--- src/rtl/bounce_sprites.sv ---
// bounce_sprites
//   Animates N axis-aligned squares that bounce inside the active area, and
//   reports which square is topmost at each pixel.
//   All positions are updated once per frame by a small FSM that handles one
//   square per clock. This happens during blanking, so no frame is drawn with
//   a mix of old and new positions.
//
// Ports
//   clk_pix  pixel clock
//   rst_n    asynchronous active-low reset
//   frame    one-cycle pulse at the start of vertical blanking
//   pause    ignore frame pulses (freeze motion)
//   spd      per-square speed, square i uses spd[i*4 +: 4] (pixels/frame)
//   sx, sy   current screen coordinate
//   de       data enable
//   busy     high while the update FSM runs (exactly N cycles)
//   hit      hit[i] set when square i bounced in its most recent update
//   pix_id   0 = no square, i+1 = square i topmost (2 cycles after sx/sy/de)
//   pix_de   de delayed to line up with pix_id
module bounce_sprites #(
  parameter int                 CORDW = 10,
  parameter int                 N     = 4,
  parameter int                 H_RES = 640,
  parameter int                 V_RES = 480,
  parameter logic [N*CORDW-1:0] SIZES = {10'd160, 10'd128, 10'd96, 10'd64},
  parameter int                 IDW   = 4
) (
  input  logic             clk_pix,
  input  logic             rst_n,
  input  logic             frame,
  input  logic             pause,
  input  logic [N*4-1:0]   spd,
  input  logic [CORDW-1:0] sx,
  input  logic [CORDW-1:0] sy,
  input  logic             de,
  output logic             busy,
  output logic [N-1:0]     hit,
  output logic [IDW-1:0]   pix_id,
  output logic             pix_de
);

  localparam int IW = (N > 1) ? $clog2(N) : 1;
  // One extra bit so that sums such as size+speed or x+size never wrap.
  localparam int CW = CORDW + 1;

  // Reject parameter sets that could push a square off screen.
  if (N < 1 || N > 15 || (2 ** IDW) <= N) begin : g_bad_n
    $error("bounce_sprites: N must be 1..15 and 2**IDW must exceed N");
  end
  for (genvar g = 0; g < N; g++) begin : g_chk
    if (int'(SIZES[g*CORDW +: CORDW]) + 15 >= V_RES ||
        g * 32 + int'(SIZES[g*CORDW +: CORDW]) > H_RES ||
        g * 24 + int'(SIZES[g*CORDW +: CORDW]) > V_RES) begin : g_bad_size
      $error("bounce_sprites: square size or initial position out of bounds");
    end
  end

  typedef enum logic {IDLE, UPDATE} state_t;

  state_t           state, state_next;
  logic [IW-1:0]    index;
  logic             last;

  logic [CORDW-1:0] pos_x [N];
  logic [CORDW-1:0] pos_y [N];
  logic             dir_x [N];
  logic             dir_y [N];

  logic [CW-1:0]    cur_x, cur_y, cur_s, cur_sz, lim_x, lim_y, nxt_x, nxt_y;
  logic             nxt_dx, nxt_dy, edge_x, edge_y;

  logic [N-1:0]     draw, draw_q;
  logic             de_q;
  logic [IDW-1:0]   top_id;

  assign last = (index == IW'(N - 1));

  always_ff @(posedge clk_pix or negedge rst_n) begin
    if (!rst_n) state <= IDLE;
    else        state <= state_next;
  end

  always_comb begin
    state_next = state;
    busy       = 1'b0;
    case (state)
      IDLE:    if (frame && !pause) state_next = UPDATE;
      UPDATE: begin
        busy = 1'b1;
        if (last) state_next = IDLE;
      end
      default: state_next = IDLE;
    endcase
  end

  // Bounce rules for the square selected by index. The right/bottom test
  // comes first so that a square hugging the far edge always turns back.
  always_comb begin
    cur_s  = CW'(spd[int'(index)*4 +: 4]);
    cur_sz = CW'(SIZES[int'(index)*CORDW +: CORDW]);
    cur_x  = {1'b0, pos_x[index]};
    cur_y  = {1'b0, pos_y[index]};
    lim_x  = CW'(H_RES) - (cur_sz + cur_s);
    lim_y  = CW'(V_RES) - (cur_sz + cur_s);
    nxt_dx = dir_x[index];
    nxt_dy = dir_y[index];
    edge_x = 1'b0;
    edge_y = 1'b0;

    if (cur_x >= lim_x) begin
      nxt_dx = 1'b1;
      edge_x = 1'b1;
      nxt_x  = cur_x - cur_s;
    end else if (cur_x < cur_s) begin
      nxt_dx = 1'b0;
      edge_x = 1'b1;
      nxt_x  = cur_x + cur_s;
    end else begin
      nxt_x  = dir_x[index] ? cur_x - cur_s : cur_x + cur_s;
    end

    if (cur_y >= lim_y) begin
      nxt_dy = 1'b1;
      edge_y = 1'b1;
      nxt_y  = cur_y - cur_s;
    end else if (cur_y < cur_s) begin
      nxt_dy = 1'b0;
      edge_y = 1'b1;
      nxt_y  = cur_y + cur_s;
    end else begin
      nxt_y  = dir_y[index] ? cur_y - cur_s : cur_y + cur_s;
    end
  end

  // index sits at 0 whenever the FSM is idle, so every update starts with
  // square 0 without a separate load.
  always_ff @(posedge clk_pix or negedge rst_n) begin
    if (!rst_n) begin
      index <= '0;
      hit   <= '0;
      for (int i = 0; i < N; i++) begin
        pos_x[i] <= CORDW'(i * 32);
        pos_y[i] <= CORDW'(i * 24);
        dir_x[i] <= 1'b0;
        dir_y[i] <= 1'b0;
      end
    end else if (state == UPDATE) begin
      index        <= last ? '0 : index + 1'b1;
      pos_x[index] <= nxt_x[CORDW-1:0];
      pos_y[index] <= nxt_y[CORDW-1:0];
      dir_x[index] <= nxt_dx;
      dir_y[index] <= nxt_dy;
      hit[index]   <= edge_x | edge_y;
    end
  end

  always_comb begin
    draw = '0;
    for (int i = 0; i < N; i++) begin
      draw[i] = ({1'b0, sx} >= {1'b0, pos_x[i]}) &&
                ({1'b0, sx} <  ({1'b0, pos_x[i]} + CW'(SIZES[i*CORDW +: CORDW]))) &&
                ({1'b0, sy} >= {1'b0, pos_y[i]}) &&
                ({1'b0, sy} <  ({1'b0, pos_y[i]} + CW'(SIZES[i*CORDW +: CORDW])));
    end
  end

  // Scan from the highest index down so the lowest drawn index wins.
  always_comb begin
    top_id = '0;
    for (int i = N - 1; i >= 0; i--) begin
      if (draw_q[i]) top_id = IDW'(i + 1);
    end
  end

  always_ff @(posedge clk_pix or negedge rst_n) begin
    if (!rst_n) begin
      draw_q <= '0;
      de_q   <= 1'b0;
      pix_id <= '0;
      pix_de <= 1'b0;
    end else begin
      draw_q <= draw;
      de_q   <= de;
      pix_id <= de_q ? top_id : '0;
      pix_de <= de_q;
    end
  end

endmodule

--- config.mk ---
export PLATFORM = sky130hd
export DESIGN_NAME = bounce_sprites
export DESIGN_NICKNAME = d
export VERILOG_FILES = /design/src/rtl/bounce_sprites.sv
export SDC_FILE = /design/constraint.sdc
export NUM_CORES = 1
export LEC_CHECK = 0
export BUFFER_PORTS_ARGS = -buffer_cell sky130_fd_sc_hd__buf_2
export CAP_MARGIN = 20
export CORE_MARGIN = 4
export CORE_UTILIZATION = 40
export DETAILED_ROUTE_END_ITERATION = 12
export HOLD_SLACK_MARGIN = 0.12
export SLEW_MARGIN = 20
export SYNTH_ARGS = -nofsm -noshare
export SYNTH_HDL_FRONTEND = slang
export SYNTH_SLANG_ARGS = --single-unit
--- constraint.sdc ---
create_clock -name clk_pix -period 9.9 [get_ports clk_pix]
set_input_delay 1.98 -clock clk_pix [delete_from_list [all_inputs] [get_ports clk_pix]]
set_output_delay 1.98 -clock clk_pix [all_outputs]
set_load 0.03 [all_outputs]
==> results.md <==
- CP Cell Sequence: buf_2 -> mux4_2 -> nor4_1 -> nand2_1 -> nand2_1 -> xnor2_1 -> ha_1 -> a21oi_1 -> o211ai_1 -> a211oi_1 -> nand3b_2 -> nor3b_1 -> a31oi_1 -> xnor2_1 -> mux2_1
- M1 GR Usage: about a quarter
- Setup violators final: 0
- # hold bufs at CTS: 0
- Initial antenna violation count: 0
- CP Max Fanout: 13
- Final routed DRC violation total: 0
- Sequential cell area: 0.00262 mm²
- Main area contributors after synthesis: dfrtp_1 26%, ha_1 22%, mux4_2 6.1%, o21ai_0 4.9%, inv_1 4.4%
- CP startpoint kind: input port
- Post CTS Setup Buffer Count: 0
- Slowest stage delay, CP: slightly above 0.7 ns
- Period Utilization, post-route: between 50% and 60%
- Post-Synthesis Cells: between 900 and 1000
- GPL Wtd Cong: roughly 0.84
- Root Buffer: clkbuf_16
- CP Buf/Inv Count: 1
- Mapped cell area: just over 0.009 mm²
- Status: complete, no violations
- Total clock sinks: 104
- Vias per cell: 5.47
- Die Y: 160 µm
- Maximum buffer depth of the clock tree: 2
- Largest net degree at the start of global routing: 70
- Vias in the first global route: 6979
- Design Area, Final: 0.0100 mm²
- Most instantiated cells after synthesis: 160 x ha_1, 108 x inv_1, 94 x dfrtp_1, 90 x o21ai_0, 76 x nand2_1
- Slew @ Worst Pin: 0.900 ns
- Area grow syn2layout: 8.88%
- Die width: 160 µm
- Slew HR: around 40%
- TritonRoute pass-1 iters: 5
- Critical Path AT: ~5.7 ns
- GR peak layer: met2
- Final net count: around 1200
- Total gr overflow: 0
- Top-count cell post-synth: ha_1
- Setup Crit Path Kind: in -> reg
- Final Core Density: ~44%
- Hold Crit Class: reg -> reg
- Netlist cell types: 61
- Critical Path Slowest Stage Cell: nor4_1
- Top FF cell, synth: dfrtp_1
- Layout cells sized above 1: between 10% and 20%
- Clock Latency Late Sink: about 0.35 ns
- Placed cell areas: slightly below 0.01 mm²
- PostCTS Resize Cnt: 0
- Seq/Total Area, Yosys: between 20 and 30%
- Post-synth EDFFs: 0
- Async set-reset flop share out of synthesis: 100%
- IO Port Bufs: 49
- Minimum clock period: 5.48 ns
- All-layer global routing usage: 18.3%
- Antenna cells: 0
- Worst Clk Skew: 0.0120 ns
- Via Count: ~7100
- Worst Setup End Kind: register
- CTS buffer count: 9
- Biggest area consumer among synthesized cells: dfrtp_1
- Drt total wl: ~23000 µm
- Core area: approximately 0.023 mm²
- HPWL Detailed: roughly 18000 µm
- Fmax: around 180 MHz
- Fill cells: 2210
- Crit path max-delay family: simple AND/OR/NAND/NOR gates
- Met2 usage: between 20% and 30%
- Syn nets: between 1000 and 1500
- Wire length per cell: around 18 µm
- Post-synth top area share: about 26%
- Final hold vios: 0
- Post-Syn Area per Cell: between 9 and 10 µm²
- Routed Antenna Nets: 0
- Fin. max-slew vios: 0
- Multi-input logic area: 0.00606 mm²
- Detailed Route Iter0 Violations: a little under 400
- Clk slew on worst S/H paths: ~0.070 ns
- Critical path required time: just over 10 ns
- Global-route wire length before repair: roughly 38000 µm
- IO Pins: 51
- Met3 GRT Util: between 3 and 4%
- CTS tree: yes
- Yosys warning count: 0
- Maxcap violations: 0
- Sum Neg Setup Slack: 0 ns
- Initial Utilization: between 40% and 50%
- RSZ-0062 raised after global routing: false
- #FFs+latches synth: between 100 and 150
- Die area: 0.0255 mm²
- Site Rows: 55
- Htree depth: 3
==> through the flow <==
| stage | std cells | setup slack [ns] | hold slack, ns |
|---|---|---|---|
| final | 1296 | 4.42 | 0.417 |
| after global routing | 1296 | 4.02 | 0.437 |
| after CTS | 1296 | 4.45 | 0.424 |
| after detailed placement | 1280 | 4.08 | 0.416 |
| after global placement | 1280 | 4.19 | 0.404 |
| after floorplan | 962 | 4.71 | 0.380 |
==> logic make-up (layout without fill, tap and decap cells) <==
group / count (synthesis) / count (layout) / share of synthesized area, %
mux: 69 / 69 / 11.6
xor+xnor: 41 / 41 / 3.91
buf+inv: 131 / 180 / 5.59
flops: 104 / 104 / 28.5
simple gates: 196 / 196 / 10.8
compound gates: 256 / 256 / 17.0
other cells: 1 / 1 / 0.0408
fa+ha+maj: 164 / 164 / 22.7
==> per-layer routing <==
| metal | share of wire [%] | wire, µm | vias to the layer above |
|---|---|---|---|
| met5 | 0 | 0 | - |
| met4 | 1.6 | 354 | 0 |
| met3 | 3.5 | 797 | 20 |
| met2 | 46 | 10400 | 115 |
| met1 | 49 | 11200 | 3398 |
| li1 | - | - | 3550 |
==> path summary, 6_finish.rpt <==
path                       depth (start not counted)  slack [ns]   endpoint  startpoint
setup / recovery                                  15        4.42  pos_y[25]     spd[15]
hold / removal                                     0        0.42     pix_de        de_q
setup reg to reg                                  15        5.14  pos_y[25]    index[0]
hold reg to reg                                    0        0.42     pix_de        de_q
max in group asynchronous                          2        7.05   dir_x[1]       rst_n
min in group asynchronous                          1        1.59  pix_id[1]       rst_n
==> sequential cells by signal, indices dropped and copies added, names as in the netlist <==
signal / cells
de_q: 1
dir_x: 4
dir_y: 4
draw_q: 4
hit: 4
index: 2
pix_de: 1
pix_id: 3
pos_x: 40
pos_y: 40
state: 1
==> layout by cell type, fill, tap and decap left out, types with 16 or more instances in the layout <==
master	instances
ha_1	160
inv_1	108
dfrtp_1	93
o21ai_0	90
nand2_1	76
a21oi_1	55
buf_2	48
xnor2_1	27
mux2_2	27
mux4_2	25
nor2_1	25
o21a_1	25
nor2b_1	21
a211oi_1	16
nand2b_1	16
==> area by class of cell <==
type,count,area share (%)
Tap cell,285,3.56
Clock inverter,4,0.300
Sequential cell,104,26.1
Multi-Input combinational cell,727,60.6
Clock buffer,12,2.36
Timing Repair Buffer,56,3.00
Inverter,108,4.05
==> worst register-to-register path: stages (launching register included) <==
cell and delay (ns):
dfrtp_2 0.34, buf_4 0.53, mux4_2 0.67, nor4_1 0.72, nand2_1 0.11, nand2_1 0.10, xnor2_1 0.06, ha_1 0.33
a21oi_1 0.17, o211ai_1 0.12, a211oi_1 0.40, nand3b_2 0.37, nor3b_1 0.09, a31oi_1 0.19, xnor2_1 0.14, mux2_1 0.30
Power is not shown: default switching activity piles up to over one toggle a cycle in this logic, so the estimate is an artifact.
